`src/rtl/mem_arb_pkg.sv`:
```
// Shared constants and types for the I/D-cache main-memory arbiter.
// The memory read latency is fixed by the memory itself; the arbiter simply counts returns.
package mem_arb_pkg;

    localparam int ADDR_W      = 16;
    localparam int DATA_W      = 16;
    localparam int MEM_LAT     = 4;
    localparam int BLOCK_WORDS = 8;
    localparam int IDX_W       = $clog2(BLOCK_WORDS);
    localparam int CNT_W       = IDX_W + 1;

    // Clears the word and byte offset bits of a byte address.
    localparam logic [ADDR_W-1:0] BLOCK_MASK = ~ADDR_W'(2 * BLOCK_WORDS - 1);

    typedef enum logic [2:0] {
        IDLE,
        FILL_ISSUE,
        FILL_DRAIN,
        WRITE,
        DONE
    } state_t;

    typedef enum logic {
        SIDE_I,
        SIDE_D
    } req_side_t;

endpackage

```
`src/rtl/mem_arb_fill_ctr.sv`:
```
// Issue and return counters for one block fill.
// The last flags mark the count at which the final issue or return happens.
module mem_arb_fill_ctr
    import mem_arb_pkg::*;
(
    input  logic             clk,
    input  logic             rst_n,
    input  logic             start,
    input  logic             issue_en,
    input  logic             ret_en,
    output logic [CNT_W-1:0] issue_cnt,
    output logic [CNT_W-1:0] ret_cnt,
    output logic             issue_last,
    output logic             ret_last
);

    localparam logic [CNT_W-1:0] LAST = CNT_W'(BLOCK_WORDS - 1);

    always_ff @(posedge clk or negedge rst_n) begin
        if (!rst_n) begin
            issue_cnt <= '0;
            ret_cnt   <= '0;
        end else if (start) begin
            issue_cnt <= '0;
            ret_cnt   <= '0;
        end else begin
            if (issue_en) issue_cnt <= issue_cnt + CNT_W'(1);
            if (ret_en)   ret_cnt   <= ret_cnt + CNT_W'(1);
        end
    end

    assign issue_last = (issue_cnt == LAST);
    assign ret_last   = (ret_cnt == LAST);

endmodule

```
`src/rtl/mem_arbiter.sv`:
```
// Round-robin arbiter sharing one pipelined main memory between I-side fills,
// D-side fills and D-side write-through words; one transaction in flight at a time.
//
//  state      | meaning
//  IDLE       | sample requests, grant and latch address/data
//  FILL_ISSUE | issue one block read per cycle
//  FILL_DRAIN | all reads issued, wait for the remaining returns
//  WRITE      | single write-through cycle
//  DONE       | pulse done to the granted side
module mem_arbiter
    import mem_arb_pkg::*;
(
    input  logic              clk,
    input  logic              rst_n,
    input  logic              i_req,
    input  logic [ADDR_W-1:0] i_addr,
    output logic              i_fill_vld,
    output logic [IDX_W-1:0]  i_fill_idx,
    output logic [DATA_W-1:0] i_fill_data,
    output logic              i_done,
    input  logic              d_req,
    input  logic              d_wr,
    input  logic [ADDR_W-1:0] d_addr,
    input  logic [DATA_W-1:0] d_wdata,
    output logic              d_fill_vld,
    output logic [IDX_W-1:0]  d_fill_idx,
    output logic [DATA_W-1:0] d_fill_data,
    output logic              d_done,
    output logic              mem_en,
    output logic              mem_wr,
    output logic [ADDR_W-1:0] mem_addr,
    output logic [DATA_W-1:0] mem_wdata,
    input  logic [DATA_W-1:0] mem_rdata,
    input  logic              mem_valid,
    output logic              busy
);

    state_t            state, state_nxt;
    req_side_t         side, side_nxt;
    req_side_t         last_grant, last_grant_nxt;
    logic [ADDR_W-1:0] addr_q, addr_nxt;
    logic [DATA_W-1:0] wdata_q, wdata_nxt;
    logic              d_any, fill_ret, fill_start, issue_en;
    logic              issue_last, ret_last;
    logic [CNT_W-1:0]  issue_cnt, ret_cnt;

    assign d_any    = d_wr | d_req;
    assign fill_ret = mem_valid && (state == FILL_ISSUE || state == FILL_DRAIN);

    mem_arb_fill_ctr u_fill_ctr (
        .clk        (clk),
        .rst_n      (rst_n),
        .start      (fill_start),
        .issue_en   (issue_en),
        .ret_en     (fill_ret),
        .issue_cnt  (issue_cnt),
        .ret_cnt    (ret_cnt),
        .issue_last (issue_last),
        .ret_last   (ret_last)
    );

    always_ff @(posedge clk or negedge rst_n) begin
        if (!rst_n) begin
            state      <= IDLE;
            side       <= SIDE_I;
            last_grant <= SIDE_I;
            addr_q     <= '0;
            wdata_q    <= '0;
        end else begin
            state      <= state_nxt;
            side       <= side_nxt;
            last_grant <= last_grant_nxt;
            addr_q     <= addr_nxt;
            wdata_q    <= wdata_nxt;
        end
    end

    always_comb begin
        state_nxt      = state;
        side_nxt       = side;
        last_grant_nxt = last_grant;
        addr_nxt       = addr_q;
        wdata_nxt      = wdata_q;
        fill_start     = 1'b0;
        issue_en       = 1'b0;
        mem_en         = 1'b0;
        mem_wr         = 1'b0;
        mem_addr       = '0;
        mem_wdata      = '0;
        case (state)
            IDLE: begin
                if (i_req || d_any) begin
                    // last_grant only moves on a tie, so a lone requester never costs the other its turn
                    if (i_req && d_any) begin
                        side_nxt       = (last_grant == SIDE_I) ? SIDE_D : SIDE_I;
                        last_grant_nxt = side_nxt;
                    end else begin
                        side_nxt = d_any ? SIDE_D : SIDE_I;
                    end
                    if (side_nxt == SIDE_D && d_wr) begin
                        addr_nxt  = d_addr & ~ADDR_W'(1);
                        wdata_nxt = d_wdata;
                        state_nxt = WRITE;
                    end else begin
                        addr_nxt   = ((side_nxt == SIDE_D) ? d_addr : i_addr) & BLOCK_MASK;
                        fill_start = 1'b1;
                        state_nxt  = FILL_ISSUE;
                    end
                end
            end
            FILL_ISSUE: begin
                mem_en   = 1'b1;
                mem_addr = addr_q + (ADDR_W'(issue_cnt) << 1);
                issue_en = 1'b1;
                if (issue_last) state_nxt = FILL_DRAIN;
            end
            FILL_DRAIN: begin
                if (fill_ret && ret_last) state_nxt = DONE;
            end
            WRITE: begin
                mem_en    = 1'b1;
                mem_wr    = 1'b1;
                mem_addr  = addr_q;
                mem_wdata = wdata_q;
                state_nxt = DONE;
            end
            DONE: state_nxt = IDLE;
            default: state_nxt = IDLE;
        endcase
    end

    // Fill outputs are gated so an unqualified mem_rdata never leaks onto an idle port.
    assign i_fill_vld  = fill_ret && (side == SIDE_I);
    assign d_fill_vld  = fill_ret && (side == SIDE_D);
    assign i_fill_idx  = i_fill_vld ? ret_cnt[IDX_W-1:0] : '0;
    assign d_fill_idx  = d_fill_vld ? ret_cnt[IDX_W-1:0] : '0;
    assign i_fill_data = i_fill_vld ? mem_rdata : '0;
    assign d_fill_data = d_fill_vld ? mem_rdata : '0;
    assign i_done      = (state == DONE) && (side == SIDE_I);
    assign d_done      = (state == DONE) && (side == SIDE_D);
    assign busy        = (state != IDLE);

endmodule

```
`config.mk`:
```
export PLATFORM = sky130hd
export DESIGN_NAME = mem_arbiter
export DESIGN_NICKNAME = d
export VERILOG_FILES = /design/src/rtl/mem_arb_pkg.sv /design/src/rtl/mem_arb_fill_ctr.sv /design/src/rtl/mem_arbiter.sv
export SDC_FILE = /design/constraint.sdc
export NUM_CORES = 1
export LEC_CHECK = 0
export CORE_MARGIN = 1
export CORE_UTILIZATION = 30
export CTS_CLUSTER_SIZE = 20
export DETAILED_ROUTE_END_ITERATION = 8
export PLACE_DENSITY_LB_ADDON = 0.15
export SETUP_SLACK_MARGIN = 0.2
export SLEW_MARGIN = 20
export SYNTH_ARGS = -nofsm -noshare
export SYNTH_HDL_FRONTEND = slang
export SYNTH_SLANG_ARGS = --single-unit
```
`constraint.sdc`:
```
create_clock -name clk -period 6.36 [get_ports clk]
set_clock_uncertainty 0.2 [all_clocks]
set_input_delay 1.272 -clock clk [delete_from_list [all_inputs] [get_ports clk]]
set_output_delay 1.272 -clock clk [all_outputs]
set_load 0.01 [all_outputs]
```
[Yosys cells after proc, flatten, opt, wreduce, memory -nomap -nowiden]
Index checks and enable logic that the tools add are counted.
Storage, ports and cells
  output and inout bits: 77
  bits of input ports: 70
  flip-flop bits (word level): 45
  word-level logic and storage cells: 68
Operators by class
  eq/ne operators: 9
  multiplexer cells: 28
  bitwise gates (word level): 2
  reductions and logical operators: 19
  $add $sub $neg: 3
Operators by type and width (number)
  $mux 16: 5
  $pmux 16 s2: 1
  $add 16x5->16: 1
  $mux 4: 4
  $mux 3: 5
  $pmux 3 s4: 1
  $mux 1: 11
  $reduce_and 3->1: 3
  $add 4x1->4 const B: 2
  $eq 4x3->1 const B: 2
  $logic_and 1x1->1: 8
  $eq 3x2->1 const B: 2
  $ne 2x2->1 const B: 2
  $reduce_bool 2->1: 2
  $eq 3x1->1 const B: 1
  $eq 3x3->1 const B: 1
  $logic_not 3->1: 1
  $reduce_bool 3->1: 1
  $logic_or 1x1->1: 2
  $mux 2: 1
  $ne 2x1->1 const B: 1
  $reduce_and 2->1: 1
  $reduce_or 2->1: 1
  $not 1->1: 1
  $or 1x1->1: 1

[Longest topological paths before layout]
  depth in word-level cells: 10
  depth in mapped cells: 7
  depth with buffers taken out: 7

[Modules after synthesis]
From an unflattened synthesis, not the netlist that was laid out.
Second synthesis, totals
  cell total of the unflattened synthesis: 300
  area, all modules: 2808.9 um^2
Modules (own cells, without submodules)
  mem_arbiter: cells an instance 263, sequential area each 900.9 um^2, instances 1, area an instance 2411.1 um^2
  mem_arb_fill_ctr: cells an instance 37, sequential area each 200.2 um^2, instances 1, area an instance 397.9 um^2

[Worst setup path after synthesis]
Ideal clock, no wire load.
  path kind: reg2out
  start: register u_fill_ctr.issue_cnt[0]
  end: output port mem_addr[13]
  path buffers: 0
  data arrival time: 2203 ps
  required time: 4888 ps
  setup slack: 2685 ps
  stages on the path, launching flop included: 8
  cell sequence: dfrtp_1 ha_1 inv_1 fa_1 nand2b_1 a211o_1 or4_1 a21oi_1
On the way
  word-level cells in the longest chain between the ends: 2
RTL lines
  start, declared: RTL line mem_arb_fill_ctr.sv:11  | output logic [CNT_W-1:0] issue_cnt,
  start signal, assigned: RTL line mem_arb_fill_ctr.sv:27  | if (issue_en) issue_cnt <= issue_cnt + CNT_W'(1);
  $add 16x5->16: RTL line mem_arbiter.sv:113  | mem_addr = addr_q + (ADDR_W'(issue_cnt) << 1);
  $pmux 16 s2: RTL line mem_arbiter.sv:90  | case (state)
  end, declared: RTL line mem_arbiter.sv:31  | output logic [ADDR_W-1:0] mem_addr,
Every way passes these cells.

[Worst setup path in the final report]
  start: input port mem_valid
  end: output port i_fill_data[11]
On the way
  word-level cells in the longest chain between the ends: 3
RTL lines
  start, declared: RTL line mem_arbiter.sv:34  | input logic mem_valid,
  $logic_and 1x1->1: RTL line mem_arbiter.sv:48  | assign fill_ret = mem_valid && (state == FILL_ISSUE || state == FILL_DRAIN);
  $logic_and 1x1->1: RTL line mem_arbiter.sv:133  | assign i_fill_vld = fill_ret && (side == SIDE_I);
  $mux 16: RTL line mem_arbiter.sv:137  | assign i_fill_data = i_fill_vld ? mem_rdata : '0;
  end, declared: RTL line mem_arbiter.sv:19  | output logic [DATA_W-1:0] i_fill_data,
Every way passes these cells.

==> impl_metrics.py <==
metrics = {
    "clock_network": {
        "cts-buffers-inserted": 5,
        "number_of_gates_resized_after_cts": 0,
        "clock-root-buffer": "sky130_fd_sc_hd__clkbuf_8",
        "htreeDepth": 2,
        "tritoncts_clock_tree": "done",
        "clk-insertion-delay-late_ps": 300,
        "clk_pin_slew_ps": 90,
        "max_clock_buf_depth": 2,
        "cts_hold_repair.buffers": 0,
        "cts.sinks": 44,
        "post-cts-setup-buffers": 0,
    },
    "die": {
        "floorplan.initialDensity_pct": 30.80,
        "vertical_die_dimension_um": 98.94,
        "io_pins": 147,
        "die_width_um": 98.94,
        "die_area_um2": 9788,
        "core_um2": 9153,
        "floorplan.rows": 35,
    },
    "sta": {
        "min_period_ps": 5097,
        "relSlewSlack_pct": 33.88,
        "rsz0062_at_grt": "false",
        "max_slew.worst_pin.slew_ps": 991.8,
        "timing.final.hold_violations": 0,
        "fmax_mhz": 196.2,
        "totalNegativeSetupSlack_ps": 0,
        "tightest_hold_margin_ps": 273.4,
        "tcrit_tclk_final_pct": 80.14,
        "report.final.slew_viol_count": 0,
        "setup_viol": 0,
    },
    "hold_path": {
        "hold_path_class": "flop to flop",
        "min_path_cells": 2,
    },
    "layout": {
        "most_common_library_cell_in_the_layout_ignoring_fill_and_taps": "sky130_fd_sc_hd__clkdlybuf4s50_1",
        "design.final.nets": 543,
        "final_core_utilization_pct": 47.87,
        "postLayoutCellArea_um2": 4382,
        "drive_gt1_share_pct": 3.212,
        "insertedDiodeCount": 0,
        "fill_cells": 919,
        "syn2layout_area_growth_pct": 55.44,
        "most-common-layout-cells": "sky130_fd_sc_hd__clkdlybuf4s50_1 (139), sky130_fd_sc_hd__nand2_1 (75), sky130_fd_sc_hd__dfrtp_1 (44), sky130_fd_sc_hd__and2_1 (36), sky130_fd_sc_hd__and3_1 (20)",
    },
    "pwr": {
        "p_total_mw": 1.661,
        "vdd_drop_max_mv": 0.1324,
        "p_leak_nw": 1.902,
        "powerDensity_nw_per_um2": 379.0,
    },
    "drt": {
        "dr_wl_met3_um": 870,
        "drtAntennaViolNets": 0,
        "routed_via_density": 4.898,
        "met1Wirelength_um": 3589,
        "firstDrtPassIters": 4,
        "met2_wirelength_from_detailed_routing_um": 3634,
        "wire_per_inst_um": 14.14,
        "via_count": 2831,
        "detail_route.wirelength_um": 8173,
        "maxUsedRoutingLayer": "met4",
        "detail_route.drc_violations": 0,
        "drt_first_iter_violations": 98,
    },
    "critical_path": {
        "timing_worst_setup_path_type": "primary input to output pin",
        "critPathCaptureType": "output pin",
        "timing.critical_path.required_ps": 4890,
        "crit_arrival_ps": 3620,
        "worstPathMaxFanout": 20,
        "setup.worst_path.start_class": "primary input",
        "ff2ff_path_depth": 4,
    },
    "outcome": {
        "status": "finished clean",
    },
    "placement": {
        "port_buffers": 140,
        "gpl.final_weighted_congestion": 0.7482,
        "post-dp-hpwl_um": 5884,
        "placed_area_um2": 4283,
    },
    "synth": {
        "count_of_mapped_cells_out_of_synthesis": 338,
        "yosys_warnings": 0,
        "net_count_of_the_mapped_netlist": 415,
        "synth_enable_flop_cells": 0,
        "synth_sequential_area_ratio_pct": 39.06,
        "post-synth-top-area-fraction_pct": 39.06,
        "async_flop_share_pct": 100.0,
        "synth.lib_cells_used.distinct": 46,
        "syn_area_per_cell_um2": 8.340,
        "synth_area_leader_cell": "sky130_fd_sc_hd__dfrtp_1",
        "post_synth_main_area_contributors": "sky130_fd_sc_hd__dfrtp_1 (39%), sky130_fd_sc_hd__nand2_1 (10%), sky130_fd_sc_hd__and2_1 (8.0%), sky130_fd_sc_hd__and3_1 (4.4%), sky130_fd_sc_hd__mux2i_1 (4.3%)",
        "synth.ff_latch_count": 44,
        "synth_ff_type": "sky130_fd_sc_hd__dfrtp_1",
        "syn-cell-area_um2": 2819,
    },
    "grt": {
        "grt_start_max_net_pins": 45,
        "first_global_vias": 2747,
        "overflow": 0,
        "grt.total_usage_pct": 17.08,
        "number_of_antenna_violations_at_the_first_check_in_global_routing": 0,
        "first_pass_grt_wire_length_um": 13540,
    },
    "run": {
        "cap_violations": 0,
    },
}
[synth_stat cells, types with 4 or more instances]
| cell type | n |
|---|---|
| sky130_fd_sc_hd__a22o_1 | 4 |
| sky130_fd_sc_hd__nor2_1 | 18 |
| sky130_fd_sc_hd__nand2_1 | 75 |
| sky130_fd_sc_hd__clkbuf_1 | 16 |
| sky130_fd_sc_hd__nand2b_1 | 6 |
| sky130_fd_sc_hd__nand3_1 | 4 |
| sky130_fd_sc_hd__o31ai_1 | 8 |
| sky130_fd_sc_hd__dfrtp_1 | 44 |
| sky130_fd_sc_hd__a21oi_1 | 12 |
| sky130_fd_sc_hd__xnor2_1 | 8 |
| sky130_fd_sc_hd__or4_1 | 7 |
| sky130_fd_sc_hd__and2_1 | 36 |
| sky130_fd_sc_hd__mux2i_1 | 12 |
| sky130_fd_sc_hd__o21ai_0 | 15 |
| sky130_fd_sc_hd__and3_1 | 20 |
| sky130_fd_sc_hd__ha_1 | 6 |
| sky130_fd_sc_hd__inv_1 | 8 |
[flip-flops by register name, indices dropped and copies added (netlist names)]
signal                count
side                      1
wdata_q                  16
last_grant                1
state                     3
u_fill_ctr.issue_cnt      4
u_fill_ctr.ret_cnt        4
addr_q                   15
[per-stage QoR]
stage                     cells  worst slack, ps
after CTS                   578             1237
after detailed placement    570             1238
after floorplan             338             2685
after global routing        578             1018
final                       578             1263
after global placement      570             1285
[cells by family after synthesis]
kind of cell	Yosys count	share of synthesized area (%)
buffers and inverters	28	3.995
other	1	0.1330
AOI/OAI and AO/OA	52	11.85
and+or+nand+nor	183	33.91
adders and majority gates	7	3.373
muxes	12	4.261
xor gates and xnor gates	11	3.418
DFF	44	39.06
[where the power goes]
group / switching [mW] / total, mW / internal [mW] / leakage, nW
logic: 0.459 / 0.918 / 0.459 / 1.30
registers: 0.145 / 0.550 / 0.405 / 0.555
clock network: 0.104 / 0.192 / 0.0886 / 0.0445
total: 0.708 / 1.66 / 0.953 / 1.90
[layout make-up]
class / instances / area [um2] / share of cell area, %
Multi-Input combinational cell: 266 / 1612 / 36.78
Clock buffer: 7 / 86.33 / 1.970
Tap cell: 111 / 138.9 / 3.170
Sequential cell: 44 / 1101 / 25.13
Clock inverter: 1 / 7.507 / 0.1713
Inverter: 8 / 30.03 / 0.6853
Timing Repair Buffer: 141 / 1406 / 32.10
[worst max-delay path, cell delays in order]
cell	delay [ps]
sky130_fd_sc_hd__clkdlybuf4s50_1	500
sky130_fd_sc_hd__nand2b_1	120
sky130_fd_sc_hd__or2_1	260
sky130_fd_sc_hd__nor2_1	700
sky130_fd_sc_hd__and2_1	230
sky130_fd_sc_hd__clkdlybuf4s50_1	540
[metal layers]
layer | track usage, % | vias to the layer above
li1 | - | 1407
met1 | 21.35 | 1294
met2 | 28.46 | 123
met3 | 5.745 | 7
met4 | 3.904 | 0
met5 | 0 | -
[path summary, 6_finish.rpt]
| check | from | to | slack [ps] |
|---|---|---|---|
| hold / removal | wdata_q[7] | wdata_q[7] | 270 |
| max in group asynchronous | rst_n | u_fill_ctr.issue_cnt[1] | 4780 |
| setup reg to reg | state[1] | u_fill_ctr.issue_cnt[2] | 3420 |
| min in group asynchronous | rst_n | wdata_q[0] | 750 |
| hold reg to reg | wdata_q[7] | wdata_q[7] | 270 |
| setup / recovery | mem_valid | i_fill_data[11] | 1260 |
No activity file was read; power rests on OpenSTA's default activity.
